## config.mk

```make
export PLATFORM = sky130hd
export DESIGN_NAME = shift_line_arbiter_flat
export DESIGN_NICKNAME = d
export VERILOG_FILES = /design/src/rtl/shift_line_arbiter_if.sv /design/src/rtl/shift_line_arbiter.sv /design/src/flat_wrapper.sv
export SDC_FILE = /design/constraint.sdc
export NUM_CORES = 1
export LEC_CHECK = 0
export BUFFER_PORTS_ARGS = -buffer_cell sky130_fd_sc_hd__clkbuf_2
export CAP_MARGIN = 30
export CORE_UTILIZATION = 46
export DETAILED_ROUTE_END_ITERATION = 8
export PLACE_DENSITY = 0.83
export SYNTH_ARGS = -nofsm -noshare
export SYNTH_HDL_FRONTEND = slang
export SYNTH_SLANG_ARGS = --single-unit
export TNS_END_PERCENT = 1
```

## constraint.sdc

```tcl
create_clock -name clk -period 2.62 [get_ports clk]
set_input_delay 0.262 -clock clk [delete_from_list [all_inputs] [get_ports clk]]
set_output_delay 0.262 -clock clk [all_outputs]
set_load 0.01 [all_outputs]
```

## src/rtl/shift_line_arbiter_if.sv

```systemverilog
// shift_line_arbiter_if: requester-side handshake and response bundle
// for shift_line_arbiter (two byte requesters, one shared response bus).
interface shift_line_arbiter_if #(
  parameter int WIDTH = 8
);
  logic             req0_valid;
  logic [WIDTH-1:0] req0_data;
  logic             req0_ready;
  logic             req1_valid;
  logic [WIDTH-1:0] req1_data;
  logic             req1_ready;
  logic [WIDTH-1:0] rsp_data;
  logic             rsp0_valid;
  logic             rsp1_valid;

  modport master (
    output req0_valid, req0_data,
    output req1_valid, req1_data,
    input  req0_ready, req1_ready,
    input  rsp_data, rsp0_valid, rsp1_valid
  );

  modport slave (
    input  req0_valid, req0_data,
    input  req1_valid, req1_data,
    output req0_ready, req1_ready,
    output rsp_data, rsp0_valid, rsp1_valid
  );
endinterface

```

## src/rtl/shift_line_arbiter.sv

```systemverilog
// shift_line_arbiter: shares one DEPTH-stage delay line between two requesters.
// Define SHIFT_ARB_FIXED_PRIO_EN for fixed priority (requester 0 wins ties).
module shift_line_arbiter #(
  parameter int DEPTH        = 5,
  parameter int WIDTH        = 8,
  parameter int MAX_INFLIGHT = 3
) (
  input  logic                 clk,
  input  logic                 rst,
  shift_line_arbiter_if.slave  bus,
  output logic [WIDTH-1:0]     sr_din,
  input  logic [WIDTH-1:0]     sr_dout,
  input  logic                 flush,
  output logic                 flush_done,
  output logic                 busy
);

  localparam int CW = $clog2(MAX_INFLIGHT + 1);
  localparam logic [CW-1:0] MAXC = CW'(MAX_INFLIGHT);

  localparam logic [1:0] RUN   = 2'd0;
  localparam logic [1:0] DRAIN = 2'd1;
  localparam logic [1:0] DONE  = 2'd2;

  logic [1:0]       state;
  logic [1:0]       state_nxt;
  logic [CW-1:0]    cnt0;
  logic [CW-1:0]    cnt1;
  logic [DEPTH-1:0] sh_v;
  logic [DEPTH-1:0] sh_t;

  logic elig0;
  logic elig1;
  logic tie0;
  logic xfer0;
  logic xfer1;
  logic xfer;
  logic out_v;
  logic rsp0v;
  logic rsp1v;
  logic empty;

  assign elig0 = (state == RUN) && !flush
               && (cnt0 < MAXC);
  assign elig1 = (state == RUN) && !flush
               && (cnt1 < MAXC);

`ifdef SHIFT_ARB_FIXED_PRIO_EN
  assign tie0 = 1'b1;
`else
  // last=1 means requester 1 was granted last, so 0 wins a tie
  logic last;

  always_ff @(posedge clk or negedge rst) begin
    if (!rst) begin
      last <= 1'b1;
    end else if (xfer) begin
      last <= xfer1;
    end
  end

  assign tie0 = last;
`endif

  // ready never looks at its own valid, only the rival's
  assign bus.req0_ready = elig0
    && (!(elig1 && bus.req1_valid) || tie0);
  assign bus.req1_ready = elig1
    && (!(elig0 && bus.req0_valid) || !tie0);

  assign xfer0 = bus.req0_valid && bus.req0_ready;
  assign xfer1 = bus.req1_valid && bus.req1_ready;
  assign xfer  = xfer0 || xfer1;

  always_comb begin
    sr_din = '0;
    unique case (1'b1)
      xfer0:   sr_din = bus.req0_data;
      xfer1:   sr_din = bus.req1_data;
      default: sr_din = '0;
    endcase
  end

  always_ff @(posedge clk or negedge rst) begin
    if (!rst) begin
      sh_v <= '0;
      sh_t <= '0;
    end else begin
      sh_v <= {sh_v[DEPTH-2:0], xfer};
      sh_t <= {sh_t[DEPTH-2:0], xfer1};
    end
  end

  assign out_v          = sh_v[DEPTH-1];
  assign rsp0v          = out_v && !sh_t[DEPTH-1];
  assign rsp1v          = out_v && sh_t[DEPTH-1];
  assign bus.rsp_data   = out_v ? sr_dout : '0;
  assign bus.rsp0_valid = rsp0v;
  assign bus.rsp1_valid = rsp1v;

  always_ff @(posedge clk or negedge rst) begin
    if (!rst) begin
      cnt0 <= '0;
    end else begin
      unique case ({xfer0, rsp0v})
        2'b10:   cnt0 <= cnt0 + 1'b1;
        2'b01:   cnt0 <= cnt0 - 1'b1;
        default: cnt0 <= cnt0;
      endcase
    end
  end

  always_ff @(posedge clk or negedge rst) begin
    if (!rst) begin
      cnt1 <= '0;
    end else begin
      unique case ({xfer1, rsp1v})
        2'b10:   cnt1 <= cnt1 + 1'b1;
        2'b01:   cnt1 <= cnt1 - 1'b1;
        default: cnt1 <= cnt1;
      endcase
    end
  end

  assign empty = !(|sh_v)
              && (cnt0 == '0) && (cnt1 == '0);

  always_comb begin
    state_nxt = state;
    unique case (state)
      RUN:     if (flush)  state_nxt = DRAIN;
      DRAIN:   if (empty)  state_nxt = DONE;
      DONE:    if (!flush) state_nxt = RUN;
      default: state_nxt = RUN;
    endcase
  end

  always_ff @(posedge clk or negedge rst) begin
    if (!rst) begin
      state <= RUN;
    end else begin
      state <= state_nxt;
    end
  end

  assign flush_done = (state == DONE);
  assign busy       = |sh_v;

endmodule
```

## src/flat_wrapper.sv

```systemverilog
// flat-port wrapper written by rule: the top's interface ports become plain ports
module shift_line_arbiter_flat 
#(
  parameter int DEPTH        = 5,
  parameter int WIDTH        = 8,
  parameter int MAX_INFLIGHT = 3
)
  (clk, rst, sr_din, sr_dout, flush, flush_done, busy, bus_req0_valid, bus_req0_data, bus_req1_valid, bus_req1_data, bus_req0_ready, bus_req1_ready, bus_rsp_data, bus_rsp0_valid, bus_rsp1_valid);
  shift_line_arbiter_if #(.WIDTH(WIDTH)) bus_i ();
  input  logic clk;
  input  logic rst;
  output logic [WIDTH-1:0] sr_din;
  input  logic [WIDTH-1:0] sr_dout;
  input  logic flush;
  output logic flush_done;
  output logic busy;
  input wire logic [$bits(bus_i.req0_valid)-1:0] bus_req0_valid;
  input wire logic [$bits(bus_i.req0_data)-1:0] bus_req0_data;
  input wire logic [$bits(bus_i.req1_valid)-1:0] bus_req1_valid;
  input wire logic [$bits(bus_i.req1_data)-1:0] bus_req1_data;
  output wire logic [$bits(bus_i.req0_ready)-1:0] bus_req0_ready;
  output wire logic [$bits(bus_i.req1_ready)-1:0] bus_req1_ready;
  output wire logic [$bits(bus_i.rsp_data)-1:0] bus_rsp_data;
  output wire logic [$bits(bus_i.rsp0_valid)-1:0] bus_rsp0_valid;
  output wire logic [$bits(bus_i.rsp1_valid)-1:0] bus_rsp1_valid;
  assign bus_i.req0_valid = bus_req0_valid;
  assign bus_i.req0_data = bus_req0_data;
  assign bus_i.req1_valid = bus_req1_valid;
  assign bus_i.req1_data = bus_req1_data;
  assign bus_req0_ready = bus_i.req0_ready;
  assign bus_req1_ready = bus_i.req1_ready;
  assign bus_rsp_data = bus_i.rsp_data;
  assign bus_rsp0_valid = bus_i.rsp0_valid;
  assign bus_rsp1_valid = bus_i.rsp1_valid;
  shift_line_arbiter #(.DEPTH(DEPTH), .WIDTH(WIDTH), .MAX_INFLIGHT(MAX_INFLIGHT)) u_core (.clk(clk), .rst(rst), .bus(bus_i), .sr_din(sr_din), .sr_dout(sr_dout), .flush(flush), .flush_done(flush_done), .busy(busy));
endmodule
```

Yosys cells after proc, flatten, opt, wreduce, memory -nomap -nowiden
Index checks and enable logic that the tools add are counted.
{ "op_classes": {"reduce_logical": 29, "muxes": 8, "magnitude_cmp": 2, "n_div": 0, "eq_ne": 9, "addsub": 4, "n_bitwise": 0, "multipliers": 0, "n_shift": 0} }
{ "op_table": {"columns": ["operator", "n"], "rows": [
  ["8-bit case mux with 2 select lines", 1],
  ["1-bit logical AND", 13],
  ["8-bit two-way mux", 1],
  ["2-bit case mux with 2 select lines", 2],
  ["2-bit by 1-bit == test with 1-bit output, second input constant", 3],
  ["2-bit == test, second input constant", 3],
  ["1-bit logical NOT", 6],
  ["2-bit logical NOT", 3],
  ["2-bit two-way mux", 3],
  ["2-bit case mux with 3 select lines", 1],
  ["5-bit OR reduction", 1],
  ["2-bit by 1-bit adder with 2-bit output, second input constant", 2],
  ["2-bit < comparator, second input constant", 2],
  ["2-bit != test, second input constant", 2],
  ["2-bit nonzero test", 2],
  ["2-bit by 1-bit subtractor with 2-bit output, second input constant", 2],
  ["1-bit logical OR", 3],
  ["3-bit AND reduction", 1],
  ["2-bit by 1-bit != test with 1-bit output, second input constant", 1]
]} }
{ "word_totals": {"mem_count": 0, "out_inout_bits": 22, "romBits": 0, "ff_bits": 17, "mem_bits_rw": 0, "latchBits": 0, "input_bits": 29} }

Logic depth before layout (Yosys ltp)
Gate-level depths: netlist of run 1.
{ "depth": {"ltp_word": 10, "ltp_mapped": 8, "ltp_nobuf": 7} }

Worst setup path before layout of run 1
No wires, ideal clock.
{ "synth_path": {"path_type": "reg-to-reg", "startpoint": "register u_core.cnt1[0]", "endpoint": "register u_core.cnt0[1]", "arrival_time_ns": 1.482, "setup_ns": 0.079, "t_required_ns": 2.541, "n_path_buf": 1, "slack_ns": 1.059, "path_stages_with_launch": 8, "path_cell_list": "dfrtp_1 buf_6 a21bo_2 o21ai_0 nand2b_1 ha_1 nor2_1 xor2_1"} }
{ "synth_between": {"elab_chain_cells": 9, "word_cells_on_any_way": 11, "cone_classes": "order compare (1); eq/ne (2); mux (1); reduce/logical (7)"} }
{ "synth_rtl": {"columns": ["item", "line_no", "text"], "rows": [
  ["start, declared", "shift_line_arbiter.sv:28", "logic [CW-1:0] cnt1;"],
  ["start signal, assigned", "shift_line_arbiter.sv:118", "2'b10: cnt1 <= cnt1 + 1'b1;"],
  ["start signal, assigned", "shift_line_arbiter.sv:119", "2'b01: cnt1 <= cnt1 - 1'b1;"],
  ["start signal, assigned", "shift_line_arbiter.sv:120", "default: cnt1 <= cnt1;"],
  ["2-bit < comparator (*)", "shift_line_arbiter.sv:46", "&& (cnt1 < MAXC);"],
  ["1-bit logical AND (*)", "shift_line_arbiter.sv:46", null],
  ["1-bit logical AND (*)", "shift_line_arbiter.sv:67", "&& (!(elig1 && bus.req1_valid) || tie0);"],
  ["1-bit logical NOT (*)", "shift_line_arbiter.sv:67", null],
  ["1-bit logical OR (*)", "shift_line_arbiter.sv:67", null],
  ["1-bit logical AND (*)", "shift_line_arbiter.sv:67", null],
  ["1-bit logical AND (*)", "shift_line_arbiter.sv:71", "assign xfer0 = bus.req0_valid && bus.req0_ready;"],
  ["2-bit by 1-bit == test with 1-bit output / 2-bit == test (equally long branches)", "shift_line_arbiter.sv:105", "unique case ({xfer0, rsp0v})"],
  ["2-bit case mux with 2 select lines / 2-bit nonzero test (equally long branches)", null, null],
  ["end signal, assigned", "shift_line_arbiter.sv:106", "2'b10: cnt0 <= cnt0 + 1'b1;"],
  ["end signal, assigned", "shift_line_arbiter.sv:107", "2'b01: cnt0 <= cnt0 - 1'b1;"],
  ["end signal, assigned", "shift_line_arbiter.sv:108", "default: cnt0 <= cnt0;"],
  ["end, declared", "shift_line_arbiter.sv:27", "logic [CW-1:0] cnt0;"]
]} }
Every way passes the cells marked *; elsewhere a longest branch is shown, timed or not.
A chain may end at the register's enable or synchronous reset.

Final worst setup path of run 1
{ "layout_path": {"startpoint": "register u_core.state[1]", "endpoint": "output sr_din[0]"} }
{ "layout_between": {"elab_chain_cells": 9, "word_cells_on_any_way": 15, "cone_classes": "mux (1); reduce/logical (14)"} }
{ "layout_rtl": {"columns": ["item", "line_no", "text"], "rows": [
  ["start, declared", "shift_line_arbiter.sv:25", "logic [1:0] state;"],
  ["start signal, assigned", "shift_line_arbiter.sv:142", "state <= state_nxt;"],
  ["2-bit logical NOT (*)", "shift_line_arbiter.sv:43, shift_line_arbiter.sv:45", null],
  ["1-bit logical AND (*)", "shift_line_arbiter.sv:43, shift_line_arbiter.sv:45", null],
  ["1-bit logical AND (on tied branches)", "shift_line_arbiter.sv:44, shift_line_arbiter.sv:46", null],
  ["1-bit logical AND (on tied branches)", "shift_line_arbiter.sv:69, shift_line_arbiter.sv:67", null],
  ["1-bit logical NOT (on tied branches)", "shift_line_arbiter.sv:69, shift_line_arbiter.sv:67", null],
  ["1-bit logical OR (on tied branches)", "shift_line_arbiter.sv:69, shift_line_arbiter.sv:67", null],
  ["1-bit logical AND (on tied branches)", "shift_line_arbiter.sv:69, shift_line_arbiter.sv:67", null],
  ["1-bit logical AND (on tied branches)", "shift_line_arbiter.sv:72, shift_line_arbiter.sv:71", null],
  ["8-bit case mux with 2 select lines (*)", "shift_line_arbiter.sv:77", "unique case (1'b1)"],
  ["end, declared", "flat_wrapper.sv:12", "output logic [WIDTH-1:0] sr_din;"]
]} }
Marked as above.

==> run summary, run 1 <==
Clock Path Buffers = 2
Register area share after synthesis = 0.471
Root Driver = clkbuf_4
Placeable Area = 0.00178 mm^2
Routed len/inst = 12.2 um
Synth Cell Area = 906 um^2
Worst Setup Path Type = flop to primary output
Cell row count = 15
Routed wire length = 2.07 mm
DIE AREA = 0.00215 mm^2
CTS H-tree lvls = 1
RSZ-0062 raised after global routing = false
Post-DRT Antenna Nets = 0
CTS tree = yes
CP startpoint kind = flop
Crit path time final = 2.01 ns
Largest net degree at the start of global routing = 18
Dpl cell area = 0.00117 mm^2
Crit path max-delay family = buffers and inverters
Post-Synthesis Cells = 93
Post-synth top area cell = dfrtp_1
Final Hold Viols = 0
Drt pass-1 iters = 4
Setup_tns = 0 ns
Hpwl dp = 1.68 mm
Buffers on Ports = 50
Status = finished, final reports clean
VDD IR max = 0.000540 V
Global-route wire length before repair = 2.97 mm
Clock-pin slew on the worst setup and hold paths = 0.11 ns
Share of cells above drive strength 1 = 0.421
Clock buffer count from CTS = 3
Overall die width = 46.4 um
Sink Count = 17
Post-route cell area = 0.00121 mm^2
Leak Pwr = 0.611 nW
Iteration-0 DRC Markers = 25
Syn. warnings = 0
DRC = 0
Required time of the worst setup path = 2.36 ns
Synth unique cells = 33
Design Power = 930 uW
Worst path cell trace = nor3_2, buf_4, nand2_1, o22ai_1, clkbuf_2
P per Cell Area = 770 mW/mm^2
Fmax = 498 MHz
CP max stage delay = 0.43 ns
Antenna cells = 0
Vias/cell = 4.79
CP max stage cell = dfrtp_1
Area delta synth->final = 33.3%
Initial antenna violation count = 0
Worst Hold Class = input port to flop
Fillers = 148
Clk_skew = 0.00760 ns
Crit path arrival time = 1.75 ns
Starting Density = 0.508
GR Util All Layers = 0.197
Setup violators final = 0
Final #Nets = 177
Worst Tran Pin Value = 0.431 ns
Syn avg cell area = 9.74 um^2
Number of synthesized register bits = 17
Crit-path max FO = 16
Die H = 46.4 um
GP Congestion = 0.749
Synth top area cells = dfrtp_1 44%, nand2_1 7.9%, and2_1 6.2%, o22ai_1 5.5%, xnor2_1 3.9%
Slew HR = 0.713
Mapped Nets = 124
Io pins = 51
Vias in the first global route = 658
Share of the synthesized area in the top cell type = 0.442
Buf/Inv on CP = 2
Congestion Overflow GR = 0
Via count = 815
Crit end category = primary output
Slew Limit Fails = 0
Max-cap viol count = 0
Tcrit/Tclk final = 0.767
Worst-skew pair later-pin latency = 0.29 ns
==> report_power, final <==
group | switching, mW | internal, mW
sequential | 0.103 | 0.339
combinational | 0.180 | 0.164
clock | 0.0862 | 0.0579
==> tightest hold or removal path, delay by kind of cell <==
kind | cells | cell delay (ns)
and+or+nand+nor | 1 | 0.06
AOI/OAI and AO/OA | 1 | 0.06
buffers and inverters | 1 | 0.11
==> metrics by stage <==
stage	setup slack, ns	cells	utilization	hold WS [ns]
after floorplan	1.06	93	-	-0.0336
after global placement	0.933	165	0.655	0.205
after detailed placement	0.775	165	0.655	0.214
after CTS	0.630	170	0.677	0.220
after global routing	0.486	170	0.677	0.242
final	0.610	170	0.677	0.224
==> synthesized netlist by cell type <==
cell type  instances
nand2_1           19
dfrtp_1           16
and2_1             9
o22ai_1            8
nor2_1             6
xnor2_1            4
a21oi_1            2
ha_1               2
nor2b_1            2
xor2_1             2
a21bo_2            1
a21boi_0           1
a21boi_4           1
a21o_4             1
a221oi_1           1
a31oi_1            1
and3_1             1
buf_2              1
buf_4              1
buf_6              1
clkbuf_1           1
dfstp_2            1
nand2b_1           1
nand3_1            1
nand4_1            1
nor3_1             1
nor3_2             1
nor3b_1            1
nor4_1             1
o21ai_0            1
o21ai_1            1
o21ai_4            1
or3_1              1
==> cell usage in the layout (no fill, tap or decap), types with 2 or more instances in the layout <==
cell type,netlist,final
clkbuf_4,0,3
ha_1,2,2
and2_1,9,9
nor2b_1,2,2
xor2_1,2,2
nor2_1,6,6
clkbuf_2,0,50
dfrtp_1,16,16
o22ai_1,8,8
xnor2_1,4,4
nand2_1,19,19
a21oi_1,2,2
==> state kept, by name, indices dropped and copies added (netlist names) <==
signal        cells
u_core.sh_t       5
u_core.sh_v       5
u_core.state      2
u_core.cnt1       2
u_core.cnt0       2
u_core.last       1
==> layout make-up <==
class | count | area (um^2) | share of cell area
Timing Repair Buffer | 52 | 268 | 0.222
Multi-Input combinational cell | 72 | 452 | 0.374
Clock inverter | 1 | 7.51 | 0.00622
Clock buffer | 3 | 22.5 | 0.0187
Tap cell | 25 | 31.3 | 0.0259
Sequential cell | 17 | 427 | 0.353
==> metal layers <==
layer  global-route usage  vias to the layer above  wire length (um)
li1                     -                      423                 -
met1                0.276                      360               940
met2                0.319                       32              1020
met3               0.0235                        0               111
met4               0.0529                        0                 0
met5                    0                        -                 0
==> cell families (layout without fill, tap and decap cells) <==
family / after synthesis / in the layout / synth area share
xor gates and xnor gates: 6 / 6 / 0.0580
AOI/OAI and AO/OA: 19 / 19 / 0.169
and+or+nand+nor: 45 / 45 / 0.244
buffers and inverters: 4 / 56 / 0.0304
DFF: 17 / 17 / 0.471
adders and majority gates: 2 / 2 / 0.0276
==> final timing paths <==
path / start / endpoint / slack (ns) / cells after the start
setup / recovery: u_core.state[1]$_DFFE_PN0P_ / sr_din[0] / 0.61 / 5
hold / removal: flush / u_core.state[1]$_DFFE_PN0P_ / 0.22 / 3
hold reg to reg: u_core.sh_t[1]$_DFF_PN0_ / u_core.sh_t[2]$_DFF_PN0_ / 0.36 / 0
max in group asynchronous: rst / u_core.last$_DFFE_PN1P_ / 1.86 / 2
min in group asynchronous: rst / u_core.cnt0[0]$_DFFE_PN0P_ / 0.44 / 2
setup reg to reg: u_core.state[1]$_DFFE_PN0P_ / u_core.cnt0[1]$_DFFE_PN0P_ / 0.72 / 6
==> timing repair <==
item	in CTS	in global routing
hold buffers	1	0
hold endpoints to repair	16	0
endpoints found under the setup margin	0	0
buffers inserted	0	0
gates resized for setup	0	0
Note: power is estimated with default switching activity, not from simulation.
==> inputs of run 2 (changes only) <==
--- a/config.mk
+++ b/config.mk
@@ -7,9 +7,9 @@
 export LEC_CHECK = 0
 export BUFFER_PORTS_ARGS = -buffer_cell sky130_fd_sc_hd__clkbuf_2
 export CAP_MARGIN = 30
-export CORE_UTILIZATION = 46
+export CORE_UTILIZATION = 43
 export DETAILED_ROUTE_END_ITERATION = 8
-export PLACE_DENSITY = 0.83
+export PLACE_DENSITY = 0.78
 export SYNTH_ARGS = -nofsm -noshare
 export SYNTH_HDL_FRONTEND = slang
 export SYNTH_SLANG_ARGS = --single-unit
==> constraint.sdc (replaced) <==
create_clock -name clk -period 1.95 [get_ports clk]
set_input_delay 0.195 -clock clk [delete_from_list [all_inputs] [get_ports clk]]
set_output_delay 0.195 -clock clk [all_outputs]
set_load 0.01 [all_outputs]
==> run 2 against run 1 <==
  * Clock power up 27%
  * Utilization down 5.7 points
  * Critical path depth unchanged
  * Largest power group unchanged
  * Largest cell class unchanged
==> run summary, run 2 (synthesis gave the netlist of run 1 again) <==
Initial antenna violation count = 0 (unchanged)
CTS tree = yes
Setup violators final = 0 (unchanged)
Drt pass-1 iters = 6 (+2)
Clock-pin slew on the worst setup and hold paths = 0.09 ns (-0.02 ns)
Largest net degree at the start of global routing = 21 (+3)
Most frequent cells in the layout = 50 x clkbuf_2, 19 x nand2_1, 16 x dfrtp_1
Die H = 47.9 um (+3.3%)
WHS Path Cells = 3 (unchanged)
Worst Hold Class = input port to flop
Crit-path max FO = 20 (+4)
Internal power = 765 uW (+36%)
Buffers on Ports = 50 (unchanged)
Root Driver = clkbuf_4
Post-DRT Antenna Nets = 0 (unchanged)
CP startpoint kind = flop
Required time of the worst setup path = 1.75 ns (-0.61 ns)
Routed len/inst = 11.6 um (-4.9%)
Setup_tns = 0 ns (unchanged)
Clock power share = 0.146 (-0.009)
Design Power = 1.25 mW (+35%)
Clock buffer count from CTS = 3 (unchanged)
Share of cells above drive strength 1 = 0.418 (-0.00288)
Vias in the first global route = 665 (+1.1%)
Clock Path Buffers = 2 (unchanged)
RSZ-0062 raised after global routing = false
Register share of total power = 0.477 (+0.002)
Reg-to-reg endpoint = u_core.cnt0[1]$_DFFE_PN0P_
Antenna cells = 0 (unchanged)
Worst reg2reg path depth = 6 (unchanged)
Inst Count DP = 168 (+1.8%)
DRC = 0 (unchanged)
Crit path arrival time = 1.60 ns (-0.15 ns)
Cell row count = 16 (+1)
NetSw = 488 uW (+32%)
P per Cell Area = 1030 mW/mm^2 (+34%)
Tcrit/Tclk final = 0.919
Placeable Area = 0.00196 mm^2 (+10%)
Via count = 846 (+3.8%)
Combinational share of power = 0.377 (+0.007)
Iteration-0 DRC Markers = 15 (-40%)
Crit path time final = 1.79 ns
Worst hold endpoint = u_core.state[1]$_DFFE_PN0P_
Slew HR = 0.726 (+0.0137)
Global-route wire length before repair = 2.82 mm (-5.3%)
Starting Density = 0.462 (-0.0463)
Clk_skew = 0.00300 ns (-0.00460 ns)
Status = finished, final reports clean
Slew Limit Fails = 0 (unchanged)
Final #Nets = 178 (+0.56%)
Hold path start = flush
Sink Count = 17 (unchanged)
R2r startpoint = u_core.state[1]$_DFFE_PN0P_
Worst Tran Pin Value = 0.410 ns (-0.0205 ns)
GR Util All Layers = 0.188 (-0.00889)
Congestion Overflow GR = 0 (unchanged)
Sw Share = 0.390 (-0.00682)
DIE AREA = 0.00229 mm^2 (+6.7%)
Final Hold Viols = 0 (unchanged)
Overall die width = 47.9 um (+3.3%)
GP Congestion = 0.813 (+8.6%)
Hpwl dp = 1.59 mm (-5.2%)
Biggest regs = u_core.sh_t: 5 flops, u_core.sh_v: 5 flops
VDD IR max = 0.000512 V (-5.2%)
Io pins = 51 (unchanged)
Fillers = 188 (+27%)
Area delta synth->final = 34.4%
Fmax = 558 MHz
Slack of the worst reg-to-reg path = 0.18 ns (-0.54 ns)
Crit end category = primary output
Leak Pwr = 0.617 nW (+1.1%)
CTS H-tree lvls = 1 (unchanged)
Most common cell after layout, fill and taps aside = clkbuf_2
Routed wire length = 2.00 mm (-3.2%)
Final Non-Filler Cells = 173 (+1.8%)
Worst Setup Path Type = flop to primary output
Vias/cell = 4.89 (+2.0%)
Worst-skew pair later-pin latency = 0.29 ns (about the same)
Max-cap viol count = 0 (unchanged)
run 2: cell count changes in the layout (fill, tap and decap cells not counted):
cell and delta:
buf_6 +1, clkinvlp_4 -1, clkbuf_1 +1
run 2: layout make-up:
type / instances / area [um^2] / area share
Clock buffer: 4 / 26.3 / 0.0216
Timing Repair Buffer: 53 / 279 / 0.229
Sequential cell: 17 / 427 / 0.350
Tap cell: 27 / 33.8 / 0.0277
Multi-Input combinational cell: 72 / 452 / 0.371
run 2: metal layers:
| metal | vias to the layer above | GRT usage | routed length, um |
|---|---|---|---|
| li1 | 428 | - | - |
| met1 | 380 | 0.202 | 819 |
| met2 | 35 | 0.327 | 1020 |
| met3 | 3 | 0.0604 | 133 |
| met4 | 0 | 0.100 | 27 |
| met5 | - | 0 | 0 |
run 2: through the flow:
step / utilization / hold WS (ns) / setup WS, ns / instance area, um^2
4_1_cts: 0.619 / 0.161 / 0.123 / 1210
3_3_place_gp: 0.600 / 0.134 / 0.279 / 1180
6_report: 0.621 / 0.172 / 0.158 / 1220
5_1_grt: 0.621 / 0.156 / 0.0224 / 1220
3_5_place_dp: 0.600 / 0.147 / 0.223 / 1180
2_1_floorplan: - / -0.101 / 0.389 / 906
run 2: power groups by stage:
stage | registers [mW] | logic [mW] | clock network [mW]
5_1_grt | 0.613 | 0.525 | 0.209
2_1_floorplan | 0.557 | 0.367 | 0
4_1_cts | 0.594 | 0.472 | 0.194
6_report | 0.598 | 0.472 | 0.183
3_3_place_gp | 0.590 | 0.455 | 0
3_5_place_dp | 0.600 | 0.469 | 0
run 2: timing repair:
action / 4_1_cts / 5_1_grt
hold buffers: 1 / 0
gates resized for setup: 0 / 1
setup endpoints to repair: 0 / 2
hold endpoints to repair: 16 / 0
setup buffers: 0 / 0
run 2: critical path, cell delays in order, from the launching register on:
cell      delay, ns
dfrtp_1        0.44
nor3_2         0.28
buf_6          0.22
nand2_1        0.07
o22ai_1        0.15
clkbuf_2       0.15
run 2: worst max path at each step:
stage | from | to | cells past startpoint | slack (ns)
floorplan | u_core.cnt1[0]$_DFFE_PN0P_ | u_core.cnt0[1]$_DFFE_PN0P_ | 7 | 0.39
finish | u_core.state[1]$_DFFE_PN0P_ | sr_din[1] | 5 | 0.16
global placement | u_core.state[1]$_DFFE_PN0P_ | u_core.cnt1[1]$_DFFE_PN0P_ | 6 | 0.28
CTS | u_core.state[1]$_DFFE_PN0P_ | sr_din[1] | 5 | 0.12
detailed placement | u_core.state[1]$_DFFE_PN0P_ | u_core.cnt1[1]$_DFFE_PN0P_ | 6 | 0.22
global route | u_core.state[1]$_DFFE_PN0P_ | sr_din[6] | 5 | 0.02
==> inputs of run 3 (changes only) <==
--- a/config.mk
+++ b/config.mk
@@ -7,10 +7,12 @@
 export LEC_CHECK = 0
 export BUFFER_PORTS_ARGS = -buffer_cell sky130_fd_sc_hd__clkbuf_2
 export CAP_MARGIN = 30
-export CORE_UTILIZATION = 43
+export CELL_PAD_IN_SITES_DETAIL_PLACEMENT = 0
+export CELL_PAD_IN_SITES_GLOBAL_PLACEMENT = 1
+export CORE_UTILIZATION = 30
 export DETAILED_ROUTE_END_ITERATION = 8
-export PLACE_DENSITY = 0.78
+export PLACE_DENSITY = 0.82
 export SYNTH_ARGS = -nofsm -noshare
 export SYNTH_HDL_FRONTEND = slang
 export SYNTH_SLANG_ARGS = --single-unit
-export TNS_END_PERCENT = 1
+export TNS_END_PERCENT = 30
==> run 3 against run 2 <==
  * The run now ends with DRC left
  * Total power decreased by 0.93%
  * Clock skew fell by 0.00086 ns
  * Wire length decreased by 3.7%
  * Clock power fell by 3%
  * Via count rose by 0.24%
  * Die area up 41%
  * Hold slack got worse by 0.00091 ns
  * Global-route usage down 6.9 points
  * Non-clock buffer count is the same
  * Cell count up 2.3%
  * Combinational power fell by 1%
  * Critical path type unchanged
==> run summary, run 3 (synthesis gave the netlist of run 1 again) <==
Biggest regs = u_core.sh_t: 5 flops, u_core.sh_v: 5 flops
VDD IR max = 0.000337 V (-34%)
Worst-skew pair later-pin latency = 0.27 ns (-0.02 ns)
Crit path arrival time = 1.61 ns (about the same)
Drt pass-1 iters = 6 (unchanged)
Design Power = 1.24 mW (-0.93%)
Cell row count = 19 (+3)
CP Depth = 3 (-2)
Crit-path max FO = 5 (-75%)
Most common cell after layout, fill and taps aside = clkbuf_2
Setup violators final = 0 (unchanged)
Register Area = 427 um^2 (unchanged)
Starting Density = 0.323 (-0.139)
CP startpoint kind = flop
CP max stage cell = dfrtp_1
Routed wire length = 1.93 mm (-3.7%)
Die H = 57.0 um (+19%)
DIE AREA = 0.00324 mm^2 (+41%)
Slack of the worst reg-to-reg path = 0.26 ns (+0.08 ns)
Worst Setup Path Type = flop to primary output
Required time of the worst setup path = 1.75 ns (about the same)
Clock-pin slew on the worst setup and hold paths = 0.09 ns (about the same)
Final Hold Viols = 0 (unchanged)
RSZ-0062 raised after global routing = false
Initial antenna violation count = 0 (unchanged)
WHS = 0.171 ns (-0.000912 ns)
Vias/cell = 4.79 (-2.0%)
Crit path time final = 1.81 ns (+0.0159 ns)
CP max stage delay = 0.42 ns (-0.02 ns)
Failing checks = DRC
Clock buffer count from CTS = 3 (unchanged)
GP Congestion = 0.742 (-8.8%)
Worst path cell trace = or3_1, a221oi_1, clkbuf_2
Most frequent cells in the layout = 50 x clkbuf_2, 19 x nand2_1, 16 x dfrtp_1
Global-route wire length before repair = 3.15 mm (+12%)
R2r startpoint = u_core.state[1]$_DFFE_PN0P_
Worst reg2reg path depth = 6 (unchanged)
Via count = 848 (+0.24%)
Io pins = 51 (unchanged)
Tcrit/Tclk final = 0.927 (+0.00816)
Hold_buf cts = 1 (unchanged)
Post-DRT Antenna Nets = 0 (unchanged)
Crit path max-delay family = flip-flops
Buf/Inv on CP = 1 (-1)
Buffers on Ports = 50 (unchanged)
Setup_tns = 0 ns (unchanged)
Worst Setup SP = u_core.state[1]$_DFFE_PN0P_
Slew Limit Fails = 0 (unchanged)
Share of cells above drive strength 1 = 0.418 (unchanged)
Fmax = 553 MHz (-0.88%)
Area taken by multi-input logic gates = 452 um^2 (unchanged)
Hpwl dp = 1.58 mm (-0.67%)
Slew HR = 0.728 (+0.00205)
Status = finished, violations left
Largest net degree at the start of global routing = 21 (unchanged)
Area delta synth->final = 34.5%
CTS H-tree lvls = 1 (unchanged)
Sink Count = 17 (unchanged)
DRC = 10 (+10)
Overall die width = 57.0 um (+19%)
P per Cell Area = 1020 mW/mm^2 (-1.0%)
Placeable Area = 0.00281 mm^2 (+43%)
Iteration-0 DRC Markers = 44 (+29)
Antenna cells = 0 (unchanged)
Root Driver = clkbuf_4
Clock Path Buffers = 2 (unchanged)
CTS tree = yes
Leak Pwr = 0.617 nW (-0.13%)
Post-CTS setup buffer count = 0 (unchanged)
Final #Nets = 178 (unchanged)
Fillers = 280 (+49%)
Worst Tran Pin Value = 0.407 ns (-0.00307 ns)
Congestion Overflow GR = 0 (unchanged)
Worst Hold Class = input port to flop
Max-cap viol count = 0 (unchanged)
Clk_skew = 0.00214 ns (-0.000862 ns)
Crit end category = primary output
Reg-to-reg endpoint = u_core.cnt1[1]$_DFFE_PN0P_
Post_cts resized = 0 (unchanged)
CP Capture Point = bus_req1_ready
Vias in the first global route = 769 (+16%)
Routed len/inst = 10.9 um (-5.9%)
GR Util All Layers = 0.120 (-0.0686)
## run 3: cell counts in the layout (fill, tap and decap cells not counted)
Identical to the previous run, type by type.
## run 3: layer usage
metal / vias to the layer above / GRT usage / part of all wire
met5: - / 0 / 0
li1: 425 / - / -
met4: 0 / 0.0209 / 0
met1: 374 / 0.164 / 0.48
met3: 0 / 0.0204 / 0.094
met2: 49 / 0.202 / 0.43
## run 3: per-stage QoR
stage / instances / setup WS [ns] / area [um^2] / utilization
3_5_place_dp: 172 / 0.267 / 1180 / 0.421
2_1_floorplan: 93 / 0.389 / 906 / -
4_1_cts: 177 / 0.148 / 1220 / 0.434
5_1_grt: 177 / 0.0230 / 1220 / 0.434
6_report: 177 / 0.142 / 1220 / 0.434
3_3_place_gp: 172 / 0.288 / 1180 / 0.421
## run 3: tightest hold or removal path: cells and delay by family
kind,cells,cell delay (ns)
AO/OA/AOI/OAI,1,0.05
AND/OR/NAND/NOR,1,0.05
buffers and inverters,1,0.11
## run 3: final cells by class
| cell class | instances | area share |
|---|---|---|
| Multi-Input combinational cell | 72 | 0.371 |
| Clock buffer | 4 | 0.0216 |
| Tap cell | 31 | 0.0318 |
| Sequential cell | 17 | 0.350 |
| Timing Repair Buffer | 53 | 0.226 |
## run 3: worst min path at each step
stage | startpoint | cells after the start | slack (ns) | to
4_1_cts | flush | 3 | 0.17 | u_core.state[1]$_DFFE_PN0P_
3_5_place_dp | rst | 1 | 0.14 | u_core.sh_v[4]$_DFF_PN0_
2_1_floorplan | rst | 0 | -0.10 | u_core.cnt0[0]$_DFFE_PN0P_
5_1_grt | flush | 3 | 0.19 | u_core.state[1]$_DFFE_PN0P_
3_3_place_gp | rst | 1 | 0.14 | u_core.cnt0[0]$_DFFE_PN0P_
6_report | flush | 3 | 0.17 | u_core.state[1]$_DFFE_PN0P_
## run 3: report_power, final
group          switching [mW]  total [mW]  internal (mW)
logic                   0.241       0.466          0.226
clock network          0.0983       0.178         0.0792
registers               0.141       0.598          0.456
